==> src/rtl/matmul_pkg.sv <==
// Shared types and constants for the matmul stream controller.
// Holds the FSM state encoding plus the default matrix geometry.
package matmul_pkg;

  localparam int DEF_N          = 8;
  localparam int DEF_LOG2_N     = 3;
  localparam int DEF_DATA_WIDTH = 32;
  localparam int MAT_SIZE       = DEF_N * DEF_N;

  // START cycle plus the first WAIT cycle may still see done from the previous run.
  localparam logic [31:0] BLANK_CYCLES = 32'd2;

  typedef enum logic [2:0] {
    LOAD_A,
    LOAD_B,
    START,
    WAIT,
    C_ADDR,
    C_DATA,
    C_OUT
  } state_t;

endpackage

==> src/rtl/matmul_stream_ctrl.sv <==
// Stream host for the matmul engine: loads A and B from a valid/ready stream, runs the
// engine, measures start-to-done latency and streams C back out with backpressure.
module matmul_stream_ctrl
  import matmul_pkg::*;
#(
  parameter int N          = DEF_N,
  parameter int LOG2_N     = DEF_LOG2_N,
  parameter int DATA_WIDTH = DEF_DATA_WIDTH,
  parameter int ADDR_WIDTH = 2 * LOG2_N
) (
  input  logic                  clock,
  input  logic                  reset,
  input  logic                  in_valid,
  output logic                  in_ready,
  input  logic [DATA_WIDTH-1:0] in_data,
  output logic                  out_valid,
  input  logic                  out_ready,
  output logic [DATA_WIDTH-1:0] out_data,
  output logic                  out_last,
  output logic                  busy,
  output logic [31:0]           cycle_count,
  output logic                  mm_start,
  input  logic                  mm_done,
  output logic                  a_wr_en,
  output logic [ADDR_WIDTH-1:0] a_wr_addr,
  output logic [DATA_WIDTH-1:0] a_din,
  output logic                  b_wr_en,
  output logic [ADDR_WIDTH-1:0] b_wr_addr,
  output logic [DATA_WIDTH-1:0] b_din,
  output logic [ADDR_WIDTH-1:0] c_rd_addr,
  input  logic [DATA_WIDTH-1:0] c_dout
);

  localparam logic [ADDR_WIDTH-1:0] LAST_IDX = ADDR_WIDTH'(N * N - 1);

  state_t                state;
  logic [ADDR_WIDTH-1:0] idx;
  logic [ADDR_WIDTH-1:0] c_idx;
  logic [31:0]           cnt;
  logic [31:0]           cnt_inc;
  logic                  fire;
  logic                  last_beat;

  // in_ready is itself a register, so the handshake depends only on flops and the input.
  assign fire      = in_valid && in_ready;
  assign last_beat = (idx == LAST_IDX);
  assign cnt_inc   = (cnt == '1) ? cnt : cnt + 32'd1;
  assign c_rd_addr = c_idx;

  always_ff @(posedge clock or negedge reset) begin
    if (!reset) begin
      state       <= LOAD_A;
      idx         <= '0;
      c_idx       <= '0;
      cnt         <= '0;
      cycle_count <= '0;
      in_ready    <= 1'b1;
      out_valid   <= 1'b0;
      out_data    <= '0;
      out_last    <= 1'b0;
      busy        <= 1'b0;
      mm_start    <= 1'b0;
      a_wr_en     <= 1'b0;
      a_wr_addr   <= '0;
      a_din       <= '0;
      b_wr_en     <= 1'b0;
      b_wr_addr   <= '0;
      b_din       <= '0;
    end else begin
      // NOTE: non-blocking defaults at the top turn the strobes into one-cycle pulses
      // while every branch below still reads the pre-edge register values.
      a_wr_en  <= 1'b0;
      b_wr_en  <= 1'b0;
      mm_start <= 1'b0;

      case (state)
        LOAD_A, LOAD_B: begin
          busy <= (state == LOAD_B) || (idx != '0) || fire;
          if (fire) begin
            if (state == LOAD_A) begin
              a_wr_en   <= 1'b1;
              a_wr_addr <= idx;
              a_din     <= in_data;
            end else begin
              b_wr_en   <= 1'b1;
              b_wr_addr <= idx;
              b_din     <= in_data;
            end
            idx <= last_beat ? '0 : idx + 1'b1;
            if (last_beat) begin
              if (state == LOAD_A) begin
                state <= LOAD_B;
              end else begin
                state    <= START;
                in_ready <= 1'b0;
                mm_start <= 1'b1;
                cnt      <= '0;
              end
            end
          end
        end

        START: begin
          cnt   <= cnt_inc;
          state <= WAIT;
        end

        WAIT: begin
          cnt <= cnt_inc;
          if (mm_done && (cnt >= BLANK_CYCLES)) begin
            cycle_count <= cnt;
            c_idx       <= '0;
            state       <= C_ADDR;
          end
        end

        C_ADDR: state <= C_DATA;

        C_DATA: begin
          out_data  <= c_dout;
          out_valid <= 1'b1;
          out_last  <= (c_idx == LAST_IDX);
          state     <= C_OUT;
        end

        C_OUT: begin
          if (out_ready) begin
            out_valid <= 1'b0;
            out_last  <= 1'b0;
            if (out_last) begin
              state    <= LOAD_A;
              in_ready <= 1'b1;
              busy     <= 1'b0;
              c_idx    <= '0;
            end else begin
              c_idx <= c_idx + 1'b1;
              state <= C_ADDR;
            end
          end
        end

        default: state <= LOAD_A;
      endcase
    end
  end

endmodule
==> config.mk <==
export PLATFORM = sky130hd
export DESIGN_NAME = matmul_stream_ctrl
export DESIGN_NICKNAME = d
export VERILOG_FILES = /design/src/rtl/matmul_pkg.sv /design/src/rtl/matmul_stream_ctrl.sv
export SDC_FILE = /design/constraint.sdc
export NUM_CORES = 1
export LEC_CHECK = 0
export ABC_AREA = 0
export BUFFER_PORTS_ARGS = -buffer_cell sky130_fd_sc_hd__clkbuf_2
export CAP_MARGIN = 20
export CORE_MARGIN = 2
export CORE_UTILIZATION = 50
export DETAILED_ROUTE_END_ITERATION = 12
export PLACE_DENSITY_LB_ADDON = 0.15
export SYNTH_ARGS = -nofsm -noshare
export SYNTH_HDL_FRONTEND = slang
export SYNTH_SLANG_ARGS = --single-unit
==> constraint.sdc <==
create_clock -name clock -period 3.75 [get_ports clock]
set_input_delay 0.1875 -clock clock [delete_from_list [all_inputs] [get_ports clock]]
set_output_delay 0.1875 -clock clock [all_outputs]
set_load 0.005 [all_outputs]
==> results.md, run 1 <==
- Routed Antenna Nets: 0
- Row cnt: 47
- Pwr Density: 382 nW/um^2
- CTS Sinks: 194
- Max Transition Viols Final: 0
- Vias in the first global route: 6542
- Cell variety after synth: 51
- DIE AREA: 17600 sq um
- Total congestion overflow: 0
- Initial antenna violation count: 0
- Commonest non-fill, non-tap cell in the layout: clkbuf_2
- Slew margin rel.: 0.332
- Post-synth ARST share: 1.00
- Clk slew on worst S/H paths: 0.07 ns
- Minimum clock period: 2.60 ns
- Clock Skew: 0.00857 ns
- GPL Wtd Cong: 0.844
- Die X-Extent: 133 um
- Layout cell share with drive strength beyond 1: 0.442
- Root buf cell: clkbuf_16
- Post-synth top area cell: dfrtp_1
- Most frequent cells in the layout: clkbuf_2, dfrtp_1, mux2_2
- Vias/cell: 5.50
- Tot GR Track Use: 0.228
- Peak Freq: 385 MHz
- Largest net degree at the start of global routing: 135
- Final core area utilization: 0.651
- # nets final: 990
- DR DRC count: 0
- Critical Path End: cnt[29]
- Post-CTS resize count: 0
- Later-pin clock latency in the skew report: 0.43 ns
- Port Buffers: 221
- Leakage power: 0.00539 uW
- Final hold vios: 0
- RSZ-0062 raised after global routing: no
- DRT Pass-1 Iters: 5
- Type of origin of the critical path: flop
- Syn Nets: 726
- Core area: 16400 sq um
- Routed WL: 19300 um
- Critical Path Fanout Max: 18
- R2R setup slack: 1.15 ns
- Max Cap Viol: 0
- Min-delay worst type: in -> reg
- Kind of critical path: reg -> reg
- Critical Path RT: 4.05 ns
- Worst vdd ir: 0.000323 V
- CTS Buf Count: 17
- Start point of the critical path: state[2]
- DR WL met3: 1240 um
- Total Power: 4080 uW
- Syn avg cell area: 12.7 sq um
- Met2 wire len: 9420 um
- Drt wl/cell: 16.8 um
- 1st-iter DRT viols: 333
- Critical R2R Capture: cnt[29]
- DR vias: 6314
- Outcome: finished clean
- CTS max path bufs: 2
- Post-synthesis instance area: 8280 sq um
- Slew of the pin with the lowest slew margin: 1.00 ns
- Synth top area share: 0.583
- Die Y: 133 um
- Synthesis Warnings: 0
- Worst setup EP type: flop
- Predominant post-synthesis flop cell: dfrtp_1
- Number of diodes: 0
- Post-synth EDFFs: 0
- CTS tree: built
- Area growth from synthesis to layout: 29.0%
- Synth Instances: 652
- Initial core utilization: 0.505
- Fillers: 1291
- Final setup TNS: 0 ns
- Met1 Wirelength: 8330 um
- Post-detail-place hpwl: 13600 um
- Crit share post-route: 0.693
- Synth area leaders: dfrtp_1, mux2_2, nand2_1
- Io pins: 222
- R2R depth: 6
- WP data arrival: 2.90 ns
- Highest metal used: met4
- H-Tree Depth: 4
- Critical R2R Launch: state[2]
- First-pass GRT wire length: 32400 um
- Sequential area share after synthesis: 0.586
- Yosys reg bits: 194
- Setup violators final: 0
==> synthesized netlist by cell type (3+ instances only) <==
master	n
a21oi_1	29
a31oi_1	7
and3_1	6
and4_1	3
buf_1	4
buf_2	11
clkbuf_1	12
dfrtp_1	193
ha_1	5
inv_1	14
mux2_2	132
nand2_1	46
nand2b_1	3
nand3_1	22
nand4_1	11
nor2_1	17
nor3_1	4
nor4_1	11
o211ai_1	3
o21ai_0	26
o31ai_1	22
o41ai_1	3
or2_2	3
or3_1	7
or4_1	22
xnor2_1	3
==> worst min path at each step <==
stage | start | endpoint | cells after the start
floorplan | reset | a_din[0] | 0
global placement | c_dout[22] | out_data[22] | 2
detailed placement | c_dout[7] | out_data[7] | 2
CTS | c_dout[30] | out_data[30] | 2
global route | in_data[7] | a_din[7] | 2
finish | in_data[7] | a_din[7] | 2
==> cell families after synthesis <==
family,Yosys count,synth area share
AO/OA/AOI/OAI,99,0.0739
XOR/XNOR,3,0.00317
adder cells (fa/ha/maj),5,0.00755
buffers and inverters,44,0.0234
flip-flops,194,0.586
multiplexers,134,0.182
AND/OR/NAND/NOR,173,0.124
==> metrics by stage <==
stage | std cells | hold slack [ns] | area, sq um | setup WS, ns
2_1_floorplan | 652 | -0.108 | 8280 | 1.72
3_3_place_gp | 1070 | 0.419 | 9610 | 1.21
3_5_place_dp | 1070 | 0.424 | 9610 | 1.14
4_1_cts | 1148 | 0.000332 | 10700 | 1.11
5_1_grt | 1149 | 0.00360 | 10700 | 0.888
6_report | 1149 | 0.00922 | 10700 | 1.15
==> registers in the layout, summed over array words and instances, names as in the netlist, 3 cells and up <==
register     flops
a_din           32
a_wr_addr        6
b_din           32
b_wr_addr        6
c_rd_addr        6
cnt             32
cycle_count     32
idx              6
out_data        32
state            3
==> worst max-delay path, stage by stage, from the launching register on <==
cell      delay (ns)
dfrtp_1         0.53
nor4bb_1        0.34
buf_4           0.21
nand4_1         0.39
inv_1           0.63
buf_4           0.30
a21oi_1         0.06
==> power by group <==
| group | switching [uW] | total, uW | internal, uW | leakage (uW) |
|---|---|---|---|---|
| Clock | 823 | 1780 | 955 | 0.000280 |
| Combinational | 82.7 | 174 | 91.7 | 0.00252 |
| Sequential | 14.1 | 2130 | 2110 | 0.00259 |
==> repair_timing <==
action / CTS / global route
setup buffers: 0 / 0
endpoints found under the hold margin: 81 / 0
hold buffers: 46 / 0
==> area by class of cell <==
cell class | instances | area (sq um) | area share
repair buffers | 275 | 1670 | 0.156
clock inverters | 14 | 140 | 0.0131
multi-input cells | 414 | 3250 | 0.304
flip-flops and latches | 194 | 4860 | 0.455
clock buffers | 18 | 439 | 0.0411
well taps | 220 | 275 | 0.0258
inverters | 14 | 52.6 | 0.00492
==> routing by layer <==
layer,track usage,vias to the layer above
met1,0.301,3122
met3,0.0559,30
li1,-,2931
met2,0.376,231
met5,0,-
met4,0.0699,0
Note: power is estimated with default switching activity, not from simulation.
==> inputs of run 2 (changes only) <==
- CORE_UTILIZATION: 50 -> 48
- clock period: 3.75 -> 2.2 ns (I/O delays scaled with it)
==> results.md, run 2 (synthesis gave the netlist of run 1 again) <==
- First-pass GRT wire length: 32700 um
- Drt wl/cell: 17.1 um
- Root buf cell: clkbuf_16
- Total Power: 7160 uW
- Clk slew on worst S/H paths: 0.07 ns
- Layout cell share with drive strength beyond 1: 0.463
- Tot GR Track Use: 0.225
- Final hold vios: 0
- Initial core utilization: 0.486
- Area growth from synthesis to layout: 36.9%
- Io pins: 222
- Footprint of the multi-input gates: 3270 sq um
- Routed WL: 20700 um
- Die Y: 135 um
- Port Buffers: 221
- Critical path's largest stage delay: 0.46 ns
- DIE AREA: 18300 sq um
- Kind of critical path: reg -> reg
- Slew of the pin with the lowest slew margin: 0.606 ns
- Critical Path RT: 2.50 ns
- Setup violators final: 0
- Tightest hold margin: 0.0591 ns
- Most frequent cells in the layout: clkbuf_2, dfrtp_1, mux2_2
- Later-pin clock latency in the skew report: 0.43 ns
- Number of diodes: 0
- Vias in the first global route: 6625
- Critical-path cell with the highest stage delay: nor4_1
- Post-detail-place hpwl: 14100 um
- Critical Path, Cell by Cell: nor4_1 -> nand4_1 -> o21ai_4 -> buf_12 -> clkbuf_16 -> mux2_2
- Max Transition Viols Final: 0
- Crit share post-route: 0.984
- CTS tree: built
- Row cnt: 48
- Core area: 17100 sq um
- H-Tree Depth: 4
- Peak Freq: 462 MHz
- WP data arrival: 2.47 ns
- CTS Sinks: 194
- Vias/cell: 5.40
- Seq. cell area: 4860 sq um
- Fillers: 1313
- Min-delay worst type: in -> reg
- Outcome: finished clean
- CTS max path bufs: 2
- DR DRC count: 0
- Largest net degree at the start of global routing: 73
- # nets final: 1050
- Slew margin rel.: 0.596
- Minimum clock period: 2.17 ns
- Routed Antenna Nets: 0
- GPL Wtd Cong: 0.882
- Crit path max-delay family: simple AND/OR/NAND/NOR gates
- Final core area utilization: 0.665
- CTS Buf Count: 17
- 1st-iter DRT viols: 307
- Pwr Density: 631 nW/um^2
- Max Cap Viol: 0
- Leakage power: 0.00574 uW
- Total congestion overflow: 0
- CP bufs+invs: 2
- Clock Skew: 0.00753 ns
- Final setup TNS: 0 ns
- Type of origin of the critical path: flop
- Initial antenna violation count: 1
- Commonest non-fill, non-tap cell in the layout: clkbuf_2
- Worst setup EP type: flop
- RSZ-0062 raised after global routing: yes
- DR vias: 6550
- Die X-Extent: 135 um
- Critical Path Fanout Max: 13
- DRT Pass-1 Iters: 4
- Worst vdd ir: 0.000520 V
run 2: cell count changes in the layout (fill, tap and decap cells not counted), sizes merged:
cell and change:
clkinv +4, inv -4, buf +39, bufinv +2, dlygate4sd3 +19, clkinvlp -3, clkbuf +2
run 2: worst paths after layout:
check / from / to / slack, ns / depth (start not counted)
worst max-delay path: cnt[17] / cycle_count[6] / 0.03 / 6
worst max register to register: cnt[17] / cycle_count[6] / 0.03 / 6
max in group asynchronous: reset / out_data[26] / 1.25 / 3
worst min register to register: b_wr_addr[1] / b_wr_addr[1] / 0.49 / 2
min in group asynchronous: reset / a_din[24] / 0.27 / 2
worst min-delay path: out_ready / in_ready / 0.06 / 3
run 2: routing by layer:
layer  vias up  global-route usage  share of wire
met1      3262               0.304           0.44
met4         0              0.0613          0.013
met5         -                   0              0
li1       3048                   -              -
met3        26              0.0610          0.062
met2       214               0.361           0.48
run 2: tightest hold or removal path, delay by kind of cell:
kind | cells | cell delay, ns
buffers and inverters | 1 | 0.14
AND/OR/NAND/NOR | 1 | 0.05
AO/OA/AOI/OAI | 1 | 0.18
run 2: what timing repair did:
item	4_1_cts	5_1_grt
setup buffers	0	2
endpoints found under the setup margin	0	50
hold buffers	65	0
resized for setup	0	9
endpoints found under the hold margin	162	0
run 2: power breakdown:
part           leakage [uW]  internal, uW  switching, uW
registers           0.00259          3600           25.6
logic               0.00285           181            148
clock network      0.000302          1840           1370
total               0.00574          5620           1540
run 2: area by class of cell:
class	count	area share
well taps	225	0.0248
multi-input cells	414	0.289
flip-flops and latches	194	0.428
clock buffers	18	0.0387
repair buffers	335	0.200
clock inverters	13	0.0153
inverters	14	0.00463
run 2: per-stage QoR:
step	std cells	setup slack (ns)	cell area, sq um
6_report	1213	0.0342	11300
5_1_grt	1213	-0.0559	11300
4_1_cts	1209	0.0405	11200
3_5_place_dp	1113	0.0559	9970
3_3_place_gp	1113	0.0843	9970
2_1_floorplan	652	0.170	8280
==> inputs of run 3 (changes only) <==
- HOLD_SLACK_MARGIN: default -> 0.15
==> results.md, run 3 (synthesis gave the netlist of run 1 again) <==
- CTS tree: built
- Die X-Extent: 135 um
- Max Cap Viol: 0
- Pre-CTS setup slack: 0.0559 ns
- Routed WL: 20500 um
- CTS Sinks: 194
- Vias in the first global route: 6627
- Critical Path Fanout Max: 13
- Total congestion overflow: 0
- Max Transition Viols Final: 0
- Critical-path cell with the highest stage delay: nor4_1
- Clock Skew: 0.00729 ns
- Die Y: 135 um
- GPL Wtd Cong: 0.882
- Final Worst Setup Slack: 0.0468 ns
- Dpl cells: 1113
- Drt wl/cell: 16.9 um
- Root buf cell: clkbuf_16
- Routed Antenna Nets: 0
- Leakage power: 0.00575 uW
- WP data arrival: 2.46 ns
- Io pins: 222
- Row cnt: 48
- DR vias: 6567
- H-Tree Depth: 4
- 1st-iter DRT viols: 278
- Critical Path, Cell by Cell: nor4_1 -> nand4_1 -> o21ai_4 -> buf_12 -> clkbuf_16 -> mux2_2
- Critical R2R Capture: cycle_count[6]
- DR DRC count: 0
- Kind of critical path: reg -> reg
- CTS max path bufs: 2
- Largest net degree at the start of global routing: 73
- Type of origin of the critical path: flop
- # nets final: 1053
- Worst vdd ir: 0.000519 V
- Clk slew on worst S/H paths: 0.07 ns
- Critical Path RT: 2.50 ns
- R2R setup slack: 0.05 ns
- Fillers: 1312
- Setup violators final: 0
- Tot GR Track Use: 0.224
- Layout cell share with drive strength beyond 1: 0.461
- Min-delay worst type: in -> async
- Critical R2R Launch: cnt[17]
- Finished Layout Cells: 1216
- Outcome: finished clean
- Slew of the pin with the lowest slew margin: 0.609 ns
- First-pass GRT wire length: 32700 um
- Later-pin clock latency in the skew report: 0.42 ns
- Final hold vios: 0
- Crit share post-route: 0.979
- Minimum clock period: 2.15 ns
- R2R depth: 6
- Area growth from synthesis to layout: 37.3%
- RSZ-0062 raised after global routing: yes
- Number of diodes: 0
- Commonest non-fill, non-tap cell in the layout: clkbuf_2
- Post-detail-place hpwl: 14100 um
- CTS Buf Count: 17
- Peak Freq: 464 MHz
- Initial antenna violation count: 0
- Initial core utilization: 0.486
- DIE AREA: 18300 sq um
- Worst setup EP type: flop
- Critical path's largest stage delay: 0.46 ns
- Vias/cell: 5.40
- DRT Pass-1 Iters: 4
- Core area: 17100 sq um
- Pwr Density: 630 nW/um^2
- Port Buffers: 221
- Slew margin rel.: 0.594
- Most frequent cells in the layout: clkbuf_2, dfrtp_1, mux2_2
-- run 3: cell types whose count changed in the layout (fill, tap and decap cells not counted) --
cell           before  now
dlygate4sd3_1      65   68
-- run 3: routing by layer --
layer  part of all wire  GRT usage  routed length, um  up-vias
met5                  0          0                  0        -
met4              0.015     0.0613                304        0
met3              0.065     0.0610               1340       29
met2               0.48      0.360               9920      229
met1               0.44      0.302               8950     3258
li1                   -          -                  -     3051
-- run 3: critical path: cells and delay by family, from the launching register on --
kind / cells / cell delay, ns
flip-flops: 1 / 0.42
multiplexers: 1 / 0.34
AND/OR/NAND/NOR: 2 / 0.73
buffers and inverters: 2 / 0.30
AO/OA/AOI/OAI: 1 / 0.23
-- run 3: cell type report --
type	instances	area, sq um	share of cell area
Clock buffer	18	439	0.0386
Clock inverter	13	174	0.0153
Inverter	14	52.6	0.00462
Multi-Input combinational cell	414	3270	0.288
Sequential cell	194	4860	0.427
Tap cell	225	282	0.0248
Timing Repair Buffer	338	2290	0.202
-- run 3: worst max path at each step --
stage,end,from,slack (ns)
floorplan,cycle_count[11],cnt[0],0.17
global placement,cnt[14],cnt[1],0.08
detailed placement,cycle_count[18],cnt[0],0.06
CTS,cycle_count[18],cnt[0],0.04
global route,cycle_count[6],cnt[0],-0.06
finish,cycle_count[6],cnt[17],0.05
-- run 3: power by group --
part           total (uW)  internal, uW  switching [uW]
Sequential           3620          3600            24.3
Clock                3200          1840            1370
Combinational         332           185             148
Total                7160          5620            1540
-- run 3: per-stage QoR --
stage	hold slack [ns]	TNS [ns]	total power, uW	utilization	cell area, sq um
finish	0.265	0	7160	0.667	11400
global route	0.297	-0.911	7420	0.667	11400
CTS	0.280	0	7220	0.660	11300
detailed placement	0.164	0	3930	0.584	9970
global placement	0.156	0	3920	0.584	9970
floorplan	-0.186	0	3730	-	8280
-- run 3: what timing repair did --
item	4_1_cts	5_1_grt
hold buffers	68	0
setup buffers	0	2
endpoints found under the hold margin	168	0
setup endpoints to repair	0	50
resized for setup	0	9
